==> config.mk <==
export PLATFORM = sky130hd
export DESIGN_NAME = ws2812_frame_ctrl
export DESIGN_NICKNAME = d
export VERILOG_FILES = /design/src/rtl/ws2812_pkg.sv /design/src/rtl/ws2812_pixel_ram.sv /design/src/rtl/ws2812_frame_ctrl.sv
export SDC_FILE = /design/constraint.sdc
export NUM_CORES = 1
export LEC_CHECK = 0
export ABC_AREA = 1
export BUFFER_PORTS_ARGS = -buffer_cell sky130_fd_sc_hd__buf_4
export CAP_MARGIN = 20
export CORE_ASPECT_RATIO = 1.5
export CORE_MARGIN = 1
export CORE_UTILIZATION = 50
export DETAILED_ROUTE_END_ITERATION = 8
export PLACE_DENSITY = 0.75
export SETUP_SLACK_MARGIN = 0.4
export SLEW_MARGIN = 20
export SYNTH_ARGS = -nofsm -noshare
export SYNTH_HDL_FRONTEND = slang
export SYNTH_HIERARCHICAL = 1
export SYNTH_SLANG_ARGS = --single-unit
==> constraint.sdc <==
create_clock -name clk -period 8 [get_ports clk]
set_clock_uncertainty 0.2 [all_clocks]
set_input_delay 1.2 -clock clk [delete_from_list [all_inputs] [get_ports clk]]
set_output_delay 1.2 -clock clk [all_outputs]
set_load 0.03 [all_outputs]
==> src/rtl/ws2812_pkg.sv <==
// rtl/ws2812_pkg.sv - shared types, constants and scaling helper for the WS2812 frame controller
package ws2812_pkg;

    typedef enum logic [2:0] {
        IDLE,
        READ,
        SCALE,
        SEND,
        LATCH
    } ctrl_state_t;

    localparam int BYTES_PER_LED = 3;

    // Brightness scaling: (value * (bri + 1)) >> 8 on a 16-bit product, so bri=255 is identity.
    function automatic logic [7:0] scale8(input logic [7:0] value, input logic [7:0] bri);
        return 8'((({8'd0, value} * ({8'd0, bri} + 16'd1))) >> 8);
    endfunction

endpackage

==> src/rtl/ws2812_pixel_ram.sv <==
// rtl/ws2812_pixel_ram.sv - dual-bank pixel byte store, one write port and one synchronous read port
module ws2812_pixel_ram #(
    parameter int DEPTH  = 24,
    parameter int ADDR_W = $clog2(DEPTH)
) (
    input  logic              clk,
    input  logic              wr_en,
    input  logic              wr_bank,
    input  logic [ADDR_W-1:0] wr_addr,
    input  logic [7:0]        wr_data,
    input  logic              rd_en,
    input  logic              rd_bank,
    input  logic [ADDR_W-1:0] rd_addr,
    output logic [7:0]        rd_data
);

    logic [7:0] mem [2][DEPTH];

    // Host write; addresses beyond the frame are dropped rather than aliased.
    always_ff @(posedge clk) begin
        if (wr_en && (int'(wr_addr) < DEPTH)) begin
            mem[wr_bank][wr_addr] <= wr_data;
        end
    end

    // Registered read, one cycle of latency.
    always_ff @(posedge clk) begin
        if (rd_en) begin
            rd_data <= mem[rd_bank][rd_addr];
        end
    end

endmodule

==> src/rtl/ws2812_frame_ctrl.sv <==
// rtl/ws2812_frame_ctrl.sv - double-buffered frame scheduler feeding the WS2812 byte serializer
module ws2812_frame_ctrl
    import ws2812_pkg::*;
#(
    parameter int NUM_LEDS = 8,
    parameter int ADDR_W   = $clog2(NUM_LEDS * BYTES_PER_LED)
) (
    input  logic              clk,
    input  logic              reset,
    input  logic              wr_en,
    input  logic [ADDR_W-1:0] wr_addr,
    input  logic [7:0]        wr_data,
    input  logic [7:0]        brightness,
    input  logic              show,
    output logic              busy,
    output logic              frame_done,
    output logic [7:0]        ser_data,
    output logic              ser_latch,
    input  logic              ser_next
);

    localparam int                NUM_BYTES = NUM_LEDS * BYTES_PER_LED;
    localparam logic [ADDR_W-1:0] LAST_ADDR = ADDR_W'(NUM_BYTES - 1);

    ctrl_state_t       state, state_next;
    logic              front, front_next;
    logic [7:0]        bri_q, bri_next;
    logic [ADDR_W-1:0] addr, addr_next;
    logic              busy_next;
    logic              done_next;
    logic [7:0]        data_next;
    logic              latch_next;
    logic              show_pending, pend_next;
    logic [7:0]        ram_q;

    // Host always writes the bank not being streamed; the streamed bank is read at the frame address.
    ws2812_pixel_ram #(
        .DEPTH  (NUM_BYTES),
        .ADDR_W (ADDR_W)
    ) u_ram (
        .clk     (clk),
        .wr_en   (wr_en),
        .wr_bank (~front),
        .wr_addr (wr_addr),
        .wr_data (wr_data),
        .rd_en   (state == READ),
        .rd_bank (front),
        .rd_addr (addr),
        .rd_data (ram_q)
    );

    // Next-state and next-register logic; a frame start swaps banks and samples brightness.
    always_comb begin
        state_next = state;
        front_next = front;
        bri_next   = bri_q;
        addr_next  = addr;
        busy_next  = busy;
        done_next  = 1'b0;
        data_next  = ser_data;
        latch_next = ser_latch;
        pend_next  = show_pending | (show & busy);

        case (state)
            IDLE: begin
                latch_next = 1'b1;
                if (show || show_pending) begin
                    pend_next  = 1'b0;
                    front_next = ~front;
                    bri_next   = brightness;
                    addr_next  = '0;
                    busy_next  = 1'b1;
                    state_next = READ;
                end
            end
            READ: begin
                state_next = SCALE;
            end
            SCALE: begin
                data_next  = scale8(ram_q, bri_q);
                latch_next = 1'b0;
                state_next = SEND;
            end
            SEND: begin
                if (ser_next) begin
                    if (addr == LAST_ADDR) begin
                        latch_next = 1'b1;
                        state_next = LATCH;
                    end else begin
                        addr_next  = addr + 1'b1;
                        state_next = READ;
                    end
                end
            end
            LATCH: begin
                latch_next = 1'b1;
                if (ser_next) begin
                    done_next = 1'b1;
                    // A show arriving with the latch accept is served right away.
                    if (show_pending || show) begin
                        pend_next  = 1'b0;
                        front_next = ~front;
                        bri_next   = brightness;
                        addr_next  = '0;
                        state_next = READ;
                    end else begin
                        busy_next  = 1'b0;
                        state_next = IDLE;
                    end
                end
            end
            default: begin
                state_next = IDLE;
            end
        endcase
    end

    // State register.
    always_ff @(posedge clk) begin
        if (reset) begin
            state <= IDLE;
        end else begin
            state <= state_next;
        end
    end

    // Datapath and output registers; reset forces the serializer into a latch period.
    always_ff @(posedge clk) begin
        if (reset) begin
            front        <= 1'b0;
            bri_q        <= 8'd0;
            addr         <= '0;
            busy         <= 1'b0;
            frame_done   <= 1'b0;
            ser_data     <= 8'd0;
            ser_latch    <= 1'b1;
            show_pending <= 1'b0;
        end else begin
            front        <= front_next;
            bri_q        <= bri_next;
            addr         <= addr_next;
            busy         <= busy_next;
            frame_done   <= done_next;
            ser_data     <= data_next;
            ser_latch    <= latch_next;
            show_pending <= pend_next;
        end
    end

endmodule

Word level (Yosys, flattened, before mapping)
Memory sizes are Yosys's and may differ from the RTL's. A register that Yosys moved wholly into a read port is not among the register bits.
Index checks and enable logic that the tools add are counted.
{"block": "totals", "mem_bits_rw": 384, "output_inout_bits": 11, "elab_cells": 86, "input_bits": 26, "mem_count": 1, "reg_bits": 37}
{"name": "u_ram.mem", "depth": 2, "width": 192, "read_ports": 1, "rd_ports_with_merged_regs": 1, "write_ports": 1, "line": "ws2812_pixel_ram.sv:17", "source": "logic [7:0] mem [2][DEPTH];"}
{"block": "classes", "muxes": 37, "order_cmp": 4, "eq_ne": 11, "n_reduce_logical": 14, "bitwise_logic": 6, "mul": 1, "addsub": 2}
{"cell": "$mux W192", "count": 1}
{"cell": "$bmux W8 S5", "count": 1}
{"cell": "$demux W8 S5", "count": 1}
{"cell": "$mux W8", "count": 5}
{"cell": "$mux W5", "count": 4}
{"cell": "$mul A8 B9 Y16", "count": 1}
{"cell": "$pmux W8 S2", "count": 1}
{"cell": "$pmux W3 S5", "count": 1}
{"cell": "$pmux W5 S3", "count": 1}
{"cell": "$mux W1", "count": 14}
{"cell": "$ge A6 B6 Y1 const B", "count": 2}
{"cell": "$mux W3", "count": 4}
{"cell": "$ne A2 B2 Y1 const B", "count": 6}
{"cell": "$not A5 Y6", "count": 2}
{"cell": "$add A8 B1 Y9 const B", "count": 1}
{"cell": "$reduce_and A4 Y1", "count": 2}
{"cell": "$eq A3 B2 Y1 const B", "count": 2}
{"cell": "$lt A6 B1 Y1 const B", "count": 1}
{"cell": "$pmux W1 S2", "count": 3}
{"cell": "$reduce_and A3 Y1", "count": 2}
{"cell": "$reduce_bool A3 Y1", "count": 2}
{"cell": "$add A5 B1 Y5 const B", "count": 1}
{"cell": "$eq A5 B5 Y1 const B", "count": 1}
{"cell": "$lt A5 B5 Y1 const B", "count": 1}
{"cell": "12 further kinds", "count": 15}

Longest topological paths before layout
{"block": "depth", "ltp_word": 6, "mapped_depth": 27, "mapped_depth_nobuf": 27}

Cells and area by module
Netlist, hierarchy kept.
{"module": "ws2812_pixel_ram", "area_per_inst_um2": 16054.1, "cells_per_inst": 1347, "instances": 1, "seq_area_each_um2": 11771.3}
{"module": "ws2812_frame_ctrl", "area_per_inst_um2": 3666.0, "cells_per_inst": 521, "instances": 1, "seq_area_each_um2": 580.6}

Least setup slack after synthesis
OpenSTA, ideal clock, no wires.
{"block": "synth_timing", "kind": "register to register", "from": "reg bri_q[0]", "to": "reg ser_data[5]", "setup_time_ps": 117, "path_stages_with_launch": 24, "t_required_ps": 7683, "t_arrival_ps": 4386, "path_buffers": 0, "path_slack_ps": 3297, "period_less_slack_ps": 4703, "cell_sequence": "dfxtp_1 ha_1 nand2_1 nor2_2 inv_1 nand2_1 inv_1 nor2_1 nand2_1 fa_1 inv_1 fa_1 fa_1 inv_1 fa_1 inv_1 ha_1 a21oi_1 o21a_1 nand2_1 nand2_1 a21oi_1 nor2_1 nor2_1"}
{"block": "synth_via", "elab_chain_len": 2}
{"item": "from (decl)", "line": "ws2812_frame_ctrl.sv:27", "source": "logic [7:0] bri_q, bri_next;"}
{"item": "from (signal assigned)", "line": "ws2812_frame_ctrl.sv:140", "source": "bri_q <= bri_next;"}
{"item": "$add A8 B1 Y9", "line": "ws2812_pkg.sv:16", "source": "return 8'((({8'd0, value} * ({8'd0, bri} + 16'd1))) >> 8);"}
{"item": "$mul A8 B9 Y16", "line": "ws2812_pkg.sv:16"}
{"item": "to (signal assigned)", "line": "ws2812_frame_ctrl.sv:144", "source": "ser_data <= data_next;"}
{"item": "to (decl)", "line": "ws2812_frame_ctrl.sv:17", "source": "output logic [7:0] ser_data,"}
Every way passes these cells.
A chain may end at the register's enable or synchronous reset.

Final worst setup path
{"block": "layout_timing", "from": "reg bri_q[0]", "to": "reg ser_data[7]"}
Same word-level chain as after synthesis.

==> results_dict.tcl <==
set metrics [dict create \
    layout.nets 1972 \
    end_kind "flip-flop" \
    postLayoutSetupSlackWorst_ps 2820 \
    hold_buffers 0 \
    post_cts_resized 0 \
    cp_top_family "adder cells" \
    p_int_uw 3980 \
    cp_slowest_cell "fa_1" \
    die-area_mm2 0.0403 \
    hp-class "flip-flop to flip-flop" \
    cts.path.max_buffers 3 \
    grt_pass1_wl_um 70200 \
    path_common_cell "inv_1" \
    io_buffer_count 36 \
    cts.clk_slew.worst_paths_ps 60 \
    cp_cell_sequence "ha_1 > nand2_1 > nor2_2 > inv_1 > nand2_1 > inv_1 > nor2_1 > nand2_1 > fa_1 > inv_1 > fa_1 > fa_1 > inv_1 > fa_1 > inv_1 > ha_1 > a21oi_1 > o21bai_1 > a21oi_1 > a21oi_1 > nor2_1 > nor2_1" \
    tritoncts "done" \
    n_antenna_cell 0 \
    critPathBufInv 5 \
    status "complete, no violations" \
    clk-insertion-delay-late_ps 550 \
    core_mm2 0.0386 \
    place_congestion 0.908 \
    ir_drop_mv 0.241 \
    fin_setup_tns_ps 0 \
    timing.setup.critical_path_class "flip-flop to flip-flop" \
    syn_nets 1968 \
    firstDrtPassIters 6 \
    rows 88 \
    fmax_ghz 0.193 \
    drive_above_1_share_pct 7.70 \
    finalSetupViolCount 0 \
    final_area_mm2 0.0214 \
    p_per_area_mw_per_mm2 281 \
    net-switching-power_uw 2030 \
    post-cts-setup-buffers 0 \
    maxCapViolCount 0 \
    hold_depth 2 \
    syn_inst 1868 \
    num_vias 13500 \
    max-slew-margin-rel_pct 26.2 \
    final.period_utilization_pct 64.8 \
    synth.distinct_cells 40 \
    die_w_um 164 \
    cts_made_buffers 40 \
    rsz0062_at_grt "no" \
    worstPathRequired_ps 8240 \
    syn_to_final_growth_pct 8.67 \
    io_pins 37 \
    power_uw 6010 \
    leakagePower_uw 0.00806 \
    start_util_pct 51.0 \
    synth_warnings 6 \
    dr.first_iter.drc_count 1235 \
    grt_max_degree 123 \
    r2r_cells 22 \
    start_kind "flip-flop" \
    clockRootBuffer "clkbuf_16" \
    cts_max_level 2 \
    antenna_found_initial 0 \
    post-place-ws_ps 2870 \
    hold_viol 0 \
    overflow 0 \
    worst_pin_slew_ps 1100 \
    grt_pass1_vias 13200 \
    clock_power_share_pct 29.6 \
    cp.depth 22 \
    drc_errors 0 \
    synth_area_per_cell_um2 10.6 \
    arrival_ps 5420 \
    route.detailed.wl_per_inst_um 19.0 \
    switching_share_pct 33.8 \
    synth_seq_cells 421 \
    grt.total_usage_pct 22.9 \
    cts_sinks 421 \
    slew_violations 0 \
    p_comb_share_pct 27.9 \
    seqPwrFrac_pct 42.4 \
    dpl.hpwl_um 28800 \
    viasPerCell 5.64 \
    yosysSeqAreaShare_pct 62.6 \
    synth_area_mm2 0.0197 \
    cpPeakStageDelay_ps 550 \
    antenna_left 0 \
    wirelength_um 45400 \
    fin_util_pct 55.5 \
    dpl_cell_area_mm2 0.0202 \
    dieHeight_um 245 \
    crit_fanout 8 \
    fin_crit_ps 5180 \
]
[path summary, 6_finish.rpt]
| kind | start | end | slack (ps) |
|---|---|---|---|
| worst max register to register | bri_q[0] | ser_data[7] | 2820 |
| worst min-delay path | ser_latch | ser_latch | 270 |
| worst max-delay path | bri_q[0] | ser_data[7] | 2820 |
| worst min register to register | ser_latch | ser_latch | 270 |
[metal layers]
layer / share of wire, % / track usage (%) / vias up
li1: - / - / 6350
met1: 36 / 25.6 / 6509
met2: 54 / 42.3 / 505
met3: 5.6 / 2.55 / 126
met4: 4.9 / 11.6 / 0
met5: 0 / 0 / -
[synth_stat cells]
cell type | number | area [um2]
nand2_1 | 465 | 1750
edfxtp_1 | 392 | 11800
nand3_1 | 252 | 1260
nor2_1 | 227 | 852
inv_1 | 121 | 454
o21ai_0 | 59 | 295
fa_1 | 40 | 801
a21oi_1 | 35 | 175
ha_1 | 34 | 425
buf_2 | 29 | 145
dfxtp_1 | 29 | 581
o211ai_1 | 29 | 218
o21ai_1 | 25 | 125
clkbuf_1 | 23 | 86.3
nor3_1 | 22 | 110
buf_6 | 14 | 158
buf_4 | 12 | 90.1
nor2_2 | 9 | 56.3
buf_1 | 8 | 30.0
inv_2 | 6 | 22.5
nand2_2 | 5 | 31.3
nor2_4 | 4 | 45.0
nand2_4 | 3 | 33.8
xor2_1 | 3 | 26.3
clkinv_1 | 2 | 7.51
nand3_2 | 2 | 20.0
nor4_1 | 2 | 12.5
o21a_1 | 2 | 15.0
o21ai_2 | 2 | 17.5
o21bai_1 | 2 | 15.0
a31oi_1 | 1 | 6.26
and2_1 | 1 | 6.26
buf_8 | 1 | 15.0
inv_6 | 1 | 8.76
nand3b_1 | 1 | 7.51
nand4_1 | 1 | 6.26
o2111a_1 | 1 | 11.3
o31ai_1 | 1 | 7.51
xnor2_1 | 1 | 8.76
xor2_2 | 1 | 16.3
[registers in the layout, indices dropped and copies added, names as in the netlist]
register and cells:
u_ram/rd_data 8, ser_data 8, ser_latch 1, front 1, state 3, u_ram/mem 384, show_pending 1, frame_done 1
bri_q 8, busy 1, addr 5
[layout by cell type, fill, tap and decap left out, types with 2 or more instances in the layout]
| cell type | n |
|---|---|
| a21oi_1 | 35 |
| buf_4 | 49 |
| bufinv_16 | 2 |
| clkbuf_1 | 8 |
| clkbuf_16 | 41 |
| clkinv_1 | 7 |
| clkinv_2 | 7 |
| dfxtp_1 | 26 |
| dfxtp_4 | 2 |
| edfxtp_1 | 392 |
| fa_1 | 40 |
| ha_1 | 34 |
| inv_1 | 121 |
| inv_2 | 6 |
| inv_6 | 4 |
| nand2_1 | 465 |
| nand2_2 | 5 |
| nand2_4 | 3 |
| nand3_1 | 252 |
| nand3_2 | 2 |
| nor2_1 | 227 |
| nor2_2 | 9 |
| nor2_4 | 4 |
| nor3_1 | 15 |
| nor3_2 | 7 |
| nor4_1 | 2 |
| o211ai_1 | 29 |
| o21a_1 | 2 |
| o21ai_0 | 59 |
| o21ai_1 | 25 |
| o21ai_2 | 2 |
| o21bai_1 | 2 |
| xor2_1 | 3 |
[logic make-up after synthesis]
kind of cell,count (synthesis),share of synthesized area [%]
and+or+nand+nor,994,21.2
DFF,421,62.6
buffers and inverters,217,5.16
AOI/OAI and AO/OA,157,4.49
adders and majority gates,74,6.22
xor gates and xnor gates,5,0.260
[metrics by stage]
step / hold slack [ps] / cells
after floorplan: 258 / 1868
after global placement: 270 / 2325
after detailed placement: 272 / 2325
after CTS: 285 / 2392
after global routing: 307 / 2392
final: 274 / 2392
[cell type report]
| type | count | area, um2 |
|---|---|---|
| clock buffers | 49 | 1060 |
| clock inverters | 18 | 148 |
| fillers | 3229 | 17200 |
| inverters | 130 | 493 |
| multi-input cells | 1230 | 6390 |
| flip-flops and latches | 421 | 12400 |
| well taps | 495 | 619 |
| repair buffers | 49 | 368 |
[worst reg2reg max path, delay by kind of cell (launching register included)]
| family | cells | cell delay, ps |
|---|---|---|
| compound gates | 4 | 670 |
| simple gates | 7 | 800 |
| buf+inv | 5 | 270 |
| flops | 1 | 480 |
| fa+ha+maj | 6 | 2670 |
[power by group through the flow]
stage	registers (uW)	clock network (uW)	logic, uW
finish	2550	1780	1680
global route	2560	1890	1870
CTS	2550	1810	1680
detailed placement	2600	0	1660
global placement	2600	0	1630
floorplan	2580	0	1230
No activity file was read; power rests on OpenSTA's default activity.
